## src/rtl/display_scan_mux.sv

```systemverilog
// Multiplexed digit scanner feeding the 5-bit-code to 7-segment decoder.
// It blanks all digits between each pair of lit digits and swaps new codes in only at frame boundaries.
//
// state   | meaning
// --------+---------------------------------------------------------------
// ST_BLANK| all digits off, code_out already holds the upcoming digit code
// ST_SHOW | digit idx lit (digit_en_n[idx] low), code_out = display[idx]
module display_scan_mux #(
    parameter int NUM_DIGITS = 4,
    parameter int CODE_W     = 5,
    parameter int DWELL      = 1000,
    parameter int BLANK      = 16
) (
    input  logic                         clk,
    input  logic                         rst_n,
    input  logic                         load,
    input  logic [NUM_DIGITS*CODE_W-1:0] digits_in,
    output logic                         load_ack,
    output logic [CODE_W-1:0]            code_out,
    output logic [NUM_DIGITS-1:0]        digit_en_n,
    output logic                         frame_start
);

    localparam int CNT_MAX = (DWELL > BLANK) ? DWELL : BLANK;
    localparam int CNT_W   = $clog2(CNT_MAX + 1);
    localparam int IDX_W   = (NUM_DIGITS > 1) ? $clog2(NUM_DIGITS) : 1;

    typedef enum logic {ST_BLANK = 1'b0, ST_SHOW = 1'b1} state_t;

    state_t                              state, state_nxt;
    logic [CNT_W-1:0]                    cnt, cnt_nxt;
    logic [IDX_W-1:0]                    idx, idx_nxt;
    logic [NUM_DIGITS-1:0][CODE_W-1:0]   display, display_nxt;
    logic [NUM_DIGITS-1:0][CODE_W-1:0]   pending, pending_nxt;
    logic                                pend_flag, pend_flag_nxt;
    logic                                ack_nxt;
    logic [CODE_W-1:0]                   code_nxt;
    logic [NUM_DIGITS-1:0]               en_nxt;
    logic                                fs_nxt;

    always_ff @(posedge clk or negedge rst_n) begin
        if (!rst_n) begin
            state       <= ST_BLANK;
            cnt         <= '0;
            idx         <= '0;
            display     <= '0;
            pending     <= '0;
            pend_flag   <= 1'b0;
            load_ack    <= 1'b0;
            code_out    <= '0;
            digit_en_n  <= '1;
            frame_start <= 1'b0;
        end else begin
            state       <= state_nxt;
            cnt         <= cnt_nxt;
            idx         <= idx_nxt;
            display     <= display_nxt;
            pending     <= pending_nxt;
            pend_flag   <= pend_flag_nxt;
            load_ack    <= ack_nxt;
            code_out    <= code_nxt;
            digit_en_n  <= en_nxt;
            frame_start <= fs_nxt;
        end
    end

    always_comb begin
        state_nxt     = state;
        cnt_nxt       = cnt;
        idx_nxt       = idx;
        display_nxt   = display;
        pending_nxt   = pending;
        pend_flag_nxt = pend_flag;
        ack_nxt       = 1'b0;
        fs_nxt        = 1'b0;

        case (state)
            ST_BLANK: begin
                if (cnt == CNT_W'(BLANK - 1)) begin
                    state_nxt = ST_SHOW;
                    cnt_nxt   = '0;
                    fs_nxt    = (idx == '0);
                end else begin
                    cnt_nxt = cnt + CNT_W'(1);
                end
            end
            default: begin
                if (cnt == CNT_W'(DWELL - 1)) begin
                    state_nxt = ST_BLANK;
                    cnt_nxt   = '0;
                    if (idx == IDX_W'(NUM_DIGITS - 1)) begin
                        idx_nxt = '0;
                        // Frame boundary: commit uses the pending value from before this cycle's load
                        if (pend_flag) begin
                            display_nxt   = pending;
                            pend_flag_nxt = 1'b0;
                            ack_nxt       = 1'b1;
                        end
                    end else begin
                        idx_nxt = idx + IDX_W'(1);
                    end
                end else begin
                    cnt_nxt = cnt + CNT_W'(1);
                end
            end
        endcase

        if (load) begin
            pending_nxt   = digits_in;
            pend_flag_nxt = 1'b1;
        end

        // Outputs are registered against the next state so they line up with it
        code_nxt = display_nxt[idx_nxt];
        en_nxt   = (state_nxt == ST_SHOW) ? ~(NUM_DIGITS'(1) << idx_nxt) : '1;
    end

endmodule

```

## config.mk

```make
export PLATFORM = sky130hd
export DESIGN_NAME = display_scan_mux
export DESIGN_NICKNAME = d
export VERILOG_FILES = /design/src/rtl/display_scan_mux.sv
export SDC_FILE = /design/constraint.sdc
export NUM_CORES = 1
export LEC_CHECK = 0
export BUFFER_PORTS_ARGS = -buffer_cell sky130_fd_sc_hd__buf_2
export CAP_MARGIN = 20
export CORE_MARGIN = 3
export CORE_UTILIZATION = 53
export CTS_BUF_LIST = sky130_fd_sc_hd__clkbuf_8
export DETAILED_ROUTE_END_ITERATION = 8
export PLACE_DENSITY = 0.73
export SETUP_SLACK_MARGIN = 0.2
export SYNTH_ARGS = -nofsm -noshare
export SYNTH_HDL_FRONTEND = slang
export SYNTH_SLANG_ARGS = --single-unit
```

## constraint.sdc

```tcl
create_clock -name clk -period 2.5 [get_ports clk]
set_input_delay 0.125 -clock clk [delete_from_list [all_inputs] [get_ports clk]]
set_output_delay 0.125 -clock clk [all_outputs]
set_load 0.01 [all_outputs]
```

== Word level (Yosys, flattened, before mapping) ==
Cells that the tools add are included.
Operators by class
  eq/ne operators: 3
  order comparisons: 1
  add/sub/neg operators: 2
  shift-type cells: 1
  bitwise operators: 1
  reductions and logical operators: 5
  muxes and demuxes: 26
Operator list (count)
  20-bit 2-to-1 mux: 4
  10-bit 2-to-1 mux: 3
  1-bit 2-to-1 mux: 13
  10-bit by 1-bit adder with 10-bit output, second input constant: 1
  5-bit binary-select mux with 2-bit select: 1
  10-bit == test, second input constant: 1
  10-bit by 4-bit == test with 1-bit output, second input constant: 1
  2-bit 2-to-1 mux: 3
  2-bit nonzero test: 3
  5-bit 2-to-1 mux: 1
  4-bit 2-to-1 mux: 1
  4-bit NOT: 1
  1-bit by 2-bit left shift with 4-bit output, first input constant: 1
  2-bit by 3-bit < comparator with 1-bit output, second input constant: 1
  3-bit AND reduction: 1
  2-bit by 1-bit adder with 2-bit output, second input constant: 1
  2-bit == test, second input constant: 1
  2-bit logical NOT: 1
Storage, ports and cells
  output and inout port bits: 11
  bits of input ports: 23
  flip-flop bits (word level): 65
  logic and storage cells: 55

== Longest topological paths before layout ==
Gate-level depths: netlist of run 1.
  depth after elaboration: 7
  gate-level depth with buffers: 8
  mapped depth without buffers: 6

== Least setup slack after synthesis of run 1 ==
Ideal clock, no wire load.
  path type: register -> register
  from: reg cnt[4]
  to: reg code_out[2]
  setup slack: 0.080 ns
  period minus slack after synthesis: 2.420 ns
  arrival: 2.296 ns
  path buffers: 2
  library setup time: 0.125 ns
  stages on the path, launching flop included: 8
  data required time: 2.375 ns
  path through: dfrtp_1 or3b_1 or4_1 buf_2 mux2i_4 buf_6 mux2_2 mux2_2
Between the ends
  word-level cells in the longest chain between the ends: 5
  elaborated cells between the ends (all ways): 7
  those cells by class: eq/ne: 1; mux: 6
Ends and longest elaborated chain
  start: declaration: line 31  | logic [CNT_W-1:0] cnt, cnt_nxt;
  start signal: assignment: line 55  | cnt <= cnt_nxt;
  10-bit == test (*): line 88  | if (cnt == CNT_W'(DWELL - 1)) begin
  20-bit 2-to-1 mux or 2-bit 2-to-1 mux (tied branches): line 88
  20-bit 2-to-1 mux or 2-bit 2-to-1 mux (tied branches): line 77  | case (state)
  5-bit binary-select mux with 2-bit select (*): line 114  | code_nxt = display_nxt[idx_nxt];
  5-bit 2-to-1 mux (implied by the code) (*): line 114
  net code_nxt[2]: line 37  | logic [CODE_W-1:0] code_nxt;
  end signal: assignment: line 61  | code_out <= code_nxt;
  end: declaration: line 19  | output logic [CODE_W-1:0] code_out,
Mark *: on every way through the listed nets, which the timed path passes. The rest lies on a longest branch. The select of a mux whose other input is x is not followed.
A chain may end at the register's enable or synchronous reset.

== Final worst setup path of run 1 ==
  from: reg cnt[1]
  to: reg code_out[3]
The elaborated chain is that of the path after synthesis.

==> results of run 1 <==
-- worst paths after layout --
kind,start,to,slack [ps]
worst max-delay path,cnt[1]$_DFF_PN0_,code_out[3]$_DFF_PN0_,40
min in group asynchronous,rst_n,pending[1]$_DFFE_PN0P_,450
worst min register to register,pend_flag$_DFFE_PN0P_,pend_flag$_DFFE_PN0P_,480
worst min-delay path,digits_in[8],pending[8]$_DFFE_PN0P_,20
max in group asynchronous,rst_n,display[5]$_DFF_PN0_,1340
worst max register to register,cnt[1]$_DFF_PN0_,code_out[3]$_DFF_PN0_,40
-- flip-flops by register name, summed over array words and instances, names as in the netlist --
register	count
display	20
frame_start	1
code_out	5
pend_flag	1
digit_en_n	4
load_ack	1
cnt	10
pending	20
idx	2
state	1
-- cells by family (layout without fill, tap and decap cells) --
family	Yosys count	in the layout	synth area share [%]
fa+ha+maj	3	3	1.41
flops	65	65	61.5
mux	56	56	24.2
simple gates	37	37	7.21
compound gates	3	3	0.801
buf+inv	13	70	2.31
xor+xnor	8	8	2.64
-- worst register-to-register path, stage by stage, from the launching register on --
cell and delay (ps):
dfrtp_1 410, ha_4 160, nand4_1 150, or4_4 610
mux2i_4 260, clkbuf_16 200, mux2_4 290, mux2_2 260
-- per-layer routing --
layer	vias up	GRT usage [%]	part of all wire, %
li1	752	-	-
met1	817	20.9	42
met2	39	32.1	53
met3	7	6.92	3.9
met4	0	5.62	0.81
met5	-	0	0
-- where the power goes --
group	internal [uW]	total, uW	switching (uW)	leakage (uW)
sequential	1080	1100	16.9	0.000829
combinational	43.6	81.5	37.9	0.000737
clock	502	869	366	0.000104
total	1630	2050	421	0.00167
-- placed cells by master, fill, tap and decap left out, drive strengths merged --
cell	instances
nand2	2
nor4	2
or3b	1
ha	3
o21ai	1
bufinv	1
nor2	11
nand3	9
dfstp	4
and3	3
or4	1
mux2i	1
clkbuf	13
dfrtp	61
and2	1
inv	7
mux2	55
a21o	2
nor3	3
xnor2	4
buf	47
xor2	4
nand3b	2
nand4	2
clkinvlp	1
dlygate4sd3	1
-- through the flow --
| stage | cell area [um2] | TNS [ps] |
|---|---|---|
| 2_1_floorplan | 2660 | 0 |
| 3_3_place_gp | 2950 | 0 |
| 3_5_place_dp | 2950 | 0 |
| 4_1_cts | 3170 | 0 |
| 5_1_grt | 3330 | -4.56 |
| 6_report | 3330 | 0 |
-- layout make-up --
class                      instances  area [um2]
tap                               67        83.8
clock buffer                      11         151
inverter                           5        18.8
timing repair buffer              50         355
clock inverter                     4        45.0
sequential                        65        1630
multi-input combinational        107        1040
fill                             336        1460
-- repair_timing --
item,4_1_cts,5_1_grt
cloned,0,2
endpoints found under the setup margin,5,5
pin swaps,1,3
endpoints found under the hold margin,33,0
hold buffers,1,0
resized for setup,2,16
buffers inserted,1,5
==> results.md, run 1 <==
* Slowest stage delay, CP at 610 ps
* DRC at 0
* Total power at 2050 uW
* Warnings, synthesis at 0
* Clk_skew at 9.38 ps
* Placed instance count at 285
* Post-synth ARST share at 100%
* Critical Path RT at 2720 ps
* Outcome: finished clean
* DIE HEIGHT at 76.8 um
* Antenna diodes at 0
* Rel. slew slack at 43.9%
* Clk sinks at 65
* Slowest CP cell: or4_4
* Fin cells at 309
* Core area at 4790 um2
* Pre-CTS setup slack at 57.3 ps
* Vias in the first global route at 1729
* Fin crit share at 98.3%
* Post-synthesis sequential area ratio at 61.5%
* Largest net degree at the start of global routing at 40
* Synth Register Bits at 65
* Yosys top cell area share at 57.5%
* Hold Path Depth at 2
* Detail Route Antenna Nets at 0
* Aggregate global routing overflow at 0
* Die Wd at 76.8 um
* Ports at 34
* Clock H-tree levels at 3
* Mean Syn Cell Area at 14.4 um2
* Row cnt at 25
* Crit-path cells: ha_4 -> nand4_1 -> or4_4 -> mux2i_4 -> clkbuf_16 -> mux2_4 -> mux2_2
* P_leak at 0.00167 uW
* Stages on worst setup path at 7
* Most frequent cell after synthesis: dfrtp_1
* Critical path arrival at 2670 ps
* Worst-path clk slew at 60 ps
* Via-per-instance ratio at 5.23
* DRT Pass-1 Iters at 4
* List of most frequent post-synthesis cells: 61 x dfrtp_1, 55 x mux2_2, 11 x nor2_1, 9 x nand3_1, 5 x inv_1
* Nets@finish at 264
* Post-synthesis net count at 211
* Mapped Cells at 185
* # port buffers at 33
* Max FO, Critical Path at 5
* Share of layout cells above drive strength 1 at 53.3%
* First-pass GRT wire length at 8390 um
* Min-delay worst type: input pin to flop
* Most used DFF post-synth: dfrtp_1
* Finished Core Util at 69.6%
* Max frequency at 407 MHz
* Iteration-0 DRC Markers at 80
* Clock Latency Late Sink at 330 ps
* Area of the die at 5890 um2
* Worst setup EP type: flop
* Hold Slack at 21.7 ps
* Worst Setup Slack, final at 43.0 ps
* Cts bufs inserted at 9
* Final hold violations at 0
* CTS tree: done
* CP delay by family, top: multiplexers
* Peak supply drop at 0.000599 V
* Final WL at 5170 um
* CP bufs+invs at 1
* Critical path class: flop to flop
* Post-DP HPWL at 3310 um
* Max_cap viols at 0
* Layout Area Growth over Synthesis at 25.4%
* RD Place Congestion at 0.883
* Least-Margin Pin Slew at 842 ps
* Yosys cell types at 26
* Overall Global Routing Usage at 18.4%
* RSZ-0062 raised after global routing: true
* Starting Density at 55.5%
* Initial antenna violation count at 0
* Clock tree root buffer cell: clkbuf_8
* Synth area leaders: dfrtp_1 57%, mux2_2 23%, dfstp_2 4.0%
* Clk buf depth at 2
* Setup crit start kind: flop
* Pwr/cell area at 616 nW/um2
* FF-to-FF path depth at 7
* Average wire per standard cell at 16.7 um
* Yosys top cell by area: dfrtp_1
* Cell area after synthesis at 2660 um2
* Via Count at 1615
* Final max-slew violation count at 0
* Post-layout min period at 2460 ps
* EDFF count, synth at 0
* Setup-failing EPs final at 0
Power figures use the tool's default switching activity.
==> run 2, diff against run 1 <==
CORE_UTILIZATION = 47   (was 53)
PLACE_DENSITY = 0.66   (was 0.73)
==> results.md, run 2 (same netlist as run 1, synthesis figures left out) <==
* Outcome: finished clean
* DRT Pass-1 Iters at 4 (unchanged)
* Starting Density at 50.4% (-5.1 points)
* Clock tree root buffer cell: clkbuf_8
* Placed instance count at 288 (+1.1%)
* Critical path class: flop to flop
* Nets@finish at 264 (unchanged)
* Worst setup EP type: flop
* Slowest stage delay, CP at 460 ps (-150 ps)
* Finished Core Util at 63.1% (-6.5 points)
* Worst-path clk slew at 70 ps (about the same)
* Clk_skew at 6.90 ps (-2.48 ps)
* Initial antenna violation count at 0 (unchanged)
* DP Area at 2960 um2 (+0.13%)
* Cts bufs inserted at 9 (unchanged)
* Post-layout min period at 2440 ps (-19.5 ps)
* Pwr/cell area at 654 nW/um2 (+6.2%)
* Clk sinks at 65 (unchanged)
* Sw Ratio at 19.9% (-0.61 points)
* Crit-path cells: or3b_4 -> or4_4 -> mux2i_4 -> clkbuf_16 -> mux2_2 -> mux2_4
* Setup-failing EPs final at 0 (unchanged)
* RSZ-0062 raised after global routing: true
* Clock H-tree levels at 3 (unchanged)
* Final WL at 4930 um (-4.7%)
* RD Place Congestion at 0.808 (-8.5%)
* Least-Margin Pin Slew at 701 ps (-141 ps)
* Aggregate global routing overflow at 0 (unchanged)
* Row cnt at 26 (+4.0%)
* Detail Route Antenna Nets at 0 (unchanged)
* Iteration-0 DRC Markers at 49 (-39%)
* Max FO, Critical Path at 5 (unchanged)
* Area of the die at 6590 um2 (+12%)
* CTS tree: done
* Via Count at 1591 (-1.5%)
* Ports at 34 (unchanged)
* Overall Global Routing Usage at 17.3% (-1.1 points)
* Fin cells at 313 (+1.3%)
* Rel. slew slack at 53.3% (+9.4 points)
* Pint at 1740 uW (+6.8%)
* Fin Setup TNS at 0 ps (unchanged)
* Fin crit share at 97.5% (-0.78 points)
* Final Cell Area at 3320 um2 (-0.19%)
* Clock network power share at 45.5% (+3.2 points)
* Via-per-instance ratio at 5.08 (-2.7%)
* Commonest non-fill, non-tap cell in the layout: dfrtp_1
* Final max-slew violation count at 0 (unchanged)
* Critical path arrival at 2650 ps (-20 ps)
* Fillers at 411 (+22%)
* Core area at 5270 um2 (+10%)
* DIE HEIGHT at 81.2 um (+5.7%)
* Die Wd at 81.2 um (+5.7%)
* P_leak at 0.00166 uW (-0.49%)
* # port buffers at 33 (unchanged)
* Antenna diodes at 0 (unchanged)
* DRC at 0 (unchanged)
* Vias in the first global route at 1737 (+0.46%)
* Psw at 433 uW (+2.8%)
* Average wire per standard cell at 15.7 um (-6.0%)
* Share of layout cells above drive strength 1 at 53.5% (+0.19 points)
* Final hold violations at 0 (unchanged)
* Clock Latency Late Sink at 330 ps (about the same)
* Slowest CP cell: or4_4
* Setup crit start kind: flop
* Commonest cells after routing, fill and taps aside: 61 x dfrtp_1, 49 x mux2_2, 34 x buf_2
* Max_cap viols at 0 (unchanged)
* Largest net degree at the start of global routing at 36 (-10%)
* Peak supply drop at 0.000551 V (-8.0%)
* Min-delay worst type: input pin to flop
* Max frequency at 410 MHz (+0.80%)
* Post-DP HPWL at 3230 um (-2.4%)
* Sequential share of power at 50.6% (-3.1 points)
* Critical Path RT at 2710 ps (about the same)
* Clk buf depth at 2 (unchanged)
* First-pass GRT wire length at 8370 um (-0.25%)
* Combinational power share at 3.8% (-0.2 points)
* Largest registers: display (20), pending (20), cnt (10)
* Layout Area Growth over Synthesis at 25.2%
-- run 2: cell types whose count changed in the layout (fill, tap and decap cells not counted), sizes merged --
cell,previous run,this run
clkinvlp,1,2
bufinv,1,2
buf,47,48
inv,7,6
clkbuf,13,12
-- run 2: critical path, delay by kind of cell (launching register included) --
| kind | cells | cell delay [ps] |
|---|---|---|
| multiplexers | 3 | 830 |
| AND/OR/NAND/NOR | 2 | 900 |
| flip-flops | 1 | 390 |
| buffers and inverters | 1 | 190 |
-- run 2: area by class of cell --
cell class              count  area [um2]  area share, %
inverters                   5        18.8          0.565
flip-flops and latches     65        1630           49.1
repair buffers             50         347           10.4
clock buffers              11         151           4.56
multi-input cells         107        1010           30.3
well taps                  70        87.6           2.64
clock inverters             5        78.8           2.37
-- run 2: per-layer routing --
metal | vias up | track usage [%] | part of all wire, %
met5 | - | 0 | 0
met4 | 0 | 9.63 | 2.2
met3 | 11 | 4.66 | 3.9
met2 | 29 | 28.1 | 52
met1 | 803 | 21.0 | 42
li1 | 748 | - | -
-- run 2: power groups by stage --
stage	logic (uW)	registers (uW)	clock network, uW
6_report	83.4	1100	990
5_1_grt	94.9	1100	1080
4_1_cts	86.6	1100	1020
3_5_place_dp	85.1	1120	0
3_3_place_gp	80.3	1120	0
2_1_floorplan	38.8	1110	0
-- run 2: repair_timing --
item,CTS,global route
pin swaps,3,1
setup endpoints to repair,5,5
hold endpoints to repair,30,0
gates cloned,1,2
buffers inserted,3,2
gates resized for setup,7,10
hold buffers,1,0
-- run 2: stage by stage --
| stage | setup slack (ps) | hold WS, ps | power [uW] |
|---|---|---|---|
| after floorplan | 102 | -171 | 1150 |
| after global placement | 43.8 | 200 | 1200 |
| after detailed placement | 44.8 | 217 | 1210 |
| after CTS | 76.6 | 2.88 | 2210 |
| after global routing | -0.378 | 7.96 | 2280 |
| final | 62.6 | 19.2 | 2170 |
-- run 2: worst paths after layout --
kind,to,from,slack [ps],cells past startpoint
setup / recovery,code_out[2]$_DFF_PN0_,cnt[3]$_DFF_PN0_,60,6
hold / removal,pending[0]$_DFFE_PN0P_,digits_in[0],20,2
setup reg to reg,code_out[2]$_DFF_PN0_,cnt[3]$_DFF_PN0_,60,6
hold reg to reg,display[15]$_DFF_PN0_,display[15]$_DFF_PN0_,500,1
max in group asynchronous,digit_en_n[2]$_DFF_PN1_,rst_n,1450,3
min in group asynchronous,cnt[8]$_DFF_PN0_,rst_n,370,2
==> run 3, diff against run 2 <==
BUFFER_PORTS_ARGS = -buffer_cell sky130_fd_sc_hd__buf_4   (was -buffer_cell sky130_fd_sc_hd__buf_2)
==> results.md, run 3 (same netlist as run 1, synthesis figures left out) <==
* Outcome: finished clean
* Total power at 1990 uW (-8.2%)
* Worst-path clk slew at 70 ps (about the same)
* Commonest non-fill, non-tap cell in the layout: dfrtp_1
* Average wire per standard cell at 15.3 um (-2.8%)
* Core area at 5270 um2 (unchanged)
* Layout Area Growth over Synthesis at 25.4%
* Fillers at 400 (-2.7%)
* Most used cell, CP: mux2_2
* Slowest CP cell: or4_4
* DRT Pass-1 Iters at 4 (unchanged)
* Row cnt at 26 (unchanged)
* # port buffers at 33 (unchanged)
* Die Wd at 81.2 um (unchanged)
* Setup-failing EPs final at 0 (unchanged)
* Worst setup EP type: flop
* Iteration-0 DRC Markers at 62 (+27%)
* Least-Margin Pin Slew at 777 ps (+76.5 ps)
* Commonest cells after routing, fill and taps aside: 61 x dfrtp_1, 51 x mux2_2, 43 x buf_4
* Share of layout cells above drive strength 1 at 53.7% (+0.22 points)
* Critical path arrival at 2560 ps (-90 ps)
* Overall Global Routing Usage at 16.7% (-0.58 points)
* Placed instance count at 287 (-0.35%)
* Antenna diodes at 0 (unchanged)
* Clk buf depth at 2 (unchanged)
* Max frequency at 426 MHz (+3.9%)
* Final hold violations at 0 (unchanged)
* Critical path class: flop to flop
* Fin crit share at 93.8% (-3.7 points)
* Post-DP HPWL at 3070 um (-4.9%)
* Detail Route Antenna Nets at 0 (unchanged)
* RSZ-0062 raised after global routing: true
* Final max-slew violation count at 0 (unchanged)
* Critical Path RT at 2710 ps (about the same)
* Fin Setup TNS at 0 ps (unchanged)
* Aggregate global routing overflow at 0 (unchanged)
* P_leak at 0.00165 uW (-0.57%)
* Setup crit start kind: flop
* Crit-path cells: or3b_4 -> or4_4 -> mux2i_4 -> buf_12 -> mux2_2 -> mux2_2
* Pwr/cell area at 599 nW/um2 (-8.4%)
* Area of the die at 6590 um2 (unchanged)
* Clock Latency Late Sink at 330 ps (about the same)
* Starting Density at 50.4% (unchanged)
* Via Count at 1590 (-0.063%)
* Slowest stage delay, CP at 460 ps (about the same)
* Ports at 34 (unchanged)
* DIE HEIGHT at 81.2 um (unchanged)
* Fin cells at 312 (-0.32%)
* Largest registers: display (20), pending (20), cnt (10)
* Initial antenna violation count at 0 (unchanged)
* First-pass GRT wire length at 8180 um (-2.2%)
* Clk_skew at 8.29 ps (+1.39 ps)
* Rel. slew slack at 48.2% (-5.1 points)
* Final WL at 4770 um (-3.1%)
* Via-per-instance ratio at 5.10 (+0.26%)
* Clock H-tree levels at 3 (unchanged)
* Vias in the first global route at 1655 (-4.7%)
* DRC at 0 (unchanged)
* RD Place Congestion at 0.877 (+8.6%)
* Clock tree root buffer cell: clkbuf_8
* CTS tree: done
* Nets@finish at 263 (-0.38%)
* Largest net degree at the start of global routing at 66 (+83%)
* Max FO, Critical Path at 13 (+8)
* Cts bufs inserted at 9 (unchanged)
* Min-delay worst type: input pin to flop
* Post-layout min period at 2350 ps (-92.1 ps)
* Max_cap viols at 0 (unchanged)
* Peak supply drop at 0.000335 V (-39%)
* Clk sinks at 65 (unchanged)
run 3: changes by cell type in the layout (fill, tap and decap cells not counted), sizes merged:
cell / before / now
clkinv: 0 / 3
bufinv: 2 / 0
clkinvlp: 2 / 0
a21o: 2 / 3
buf: 48 / 47
run 3: per-layer routing:
| layer | vias to the layer above | routed length [um] | global-route usage, % |
|---|---|---|---|
| met5 | - | 0 | 0 |
| met4 | 0 | 84 | 7.60 |
| met3 | 7 | 170 | 4.32 |
| met2 | 30 | 2460 | 25.9 |
| met1 | 807 | 2060 | 22.2 |
| li1 | 746 | - | - |
run 3: area by class of cell:
| cell class | instances | area [um2] | area share (%) |
|---|---|---|---|
| flip-flops and latches | 65 | 1630 | 49.0 |
| multi-input cells | 108 | 1020 | 30.5 |
| repair buffers | 48 | 390 | 11.7 |
| clock buffers | 12 | 165 | 4.96 |
| well taps | 70 | 87.6 | 2.63 |
| clock inverters | 4 | 18.8 | 0.564 |
| inverters | 5 | 18.8 | 0.564 |
run 3: final timing paths:
path                                            start                       to  depth (start not counted)  slack [ps]
max in group asynchronous                       rst_n  pending[18]$_DFFE_PN0P_                          2        1560
min in group asynchronous                       rst_n         cnt[5]$_DFF_PN0_                          2         430
worst min-delay path                    digits_in[13]  pending[13]$_DFFE_PN0P_                          2          20
worst min register to register  display[18]$_DFF_PN0_    display[18]$_DFF_PN0_                          1         490
worst max register to register       cnt[3]$_DFF_PN0_    code_out[4]$_DFF_PN0_                          6         150
worst max-delay path                 cnt[3]$_DFF_PN0_    code_out[4]$_DFF_PN0_                          6         150
run 3: per-stage QoR:
stage | area [um2] | util (%) | hold slack (ps) | setup slack (ps)
finish | 3330 | 63.2 | 23.1 | 155
global route | 3330 | 63.2 | 10.4 | 84.2
CTS | 3280 | 62.3 | 14.7 | 148
detailed placement | 3020 | 57.3 | 259 | 77.7
global placement | 3020 | 57.3 | 243 | 100
floorplan | 2660 | - | -171 | 102
run 3: worst max-delay path, delay by kind of cell, from the launching register on:
family / cells / cell delay, ps
buffers and inverters: 1 / 160
DFF: 1 / 380
muxes: 3 / 800
and+or+nand+nor: 2 / 890
run 3: power by group:
group          leakage, uW  internal, uW  switching, uW
Combinational     0.000720          51.2           36.7
Sequential        0.000829          1080           17.1
Clock             0.000103           433            373
run 3: timing repair:
action                                 CTS  global route
resized for setup                       12             5
setup endpoints to repair                5             5
hold buffers                             1             0
setup buffers                            3             3
pin swaps                                3             1
cloned                                   1             1
endpoints found under the hold margin   61             0
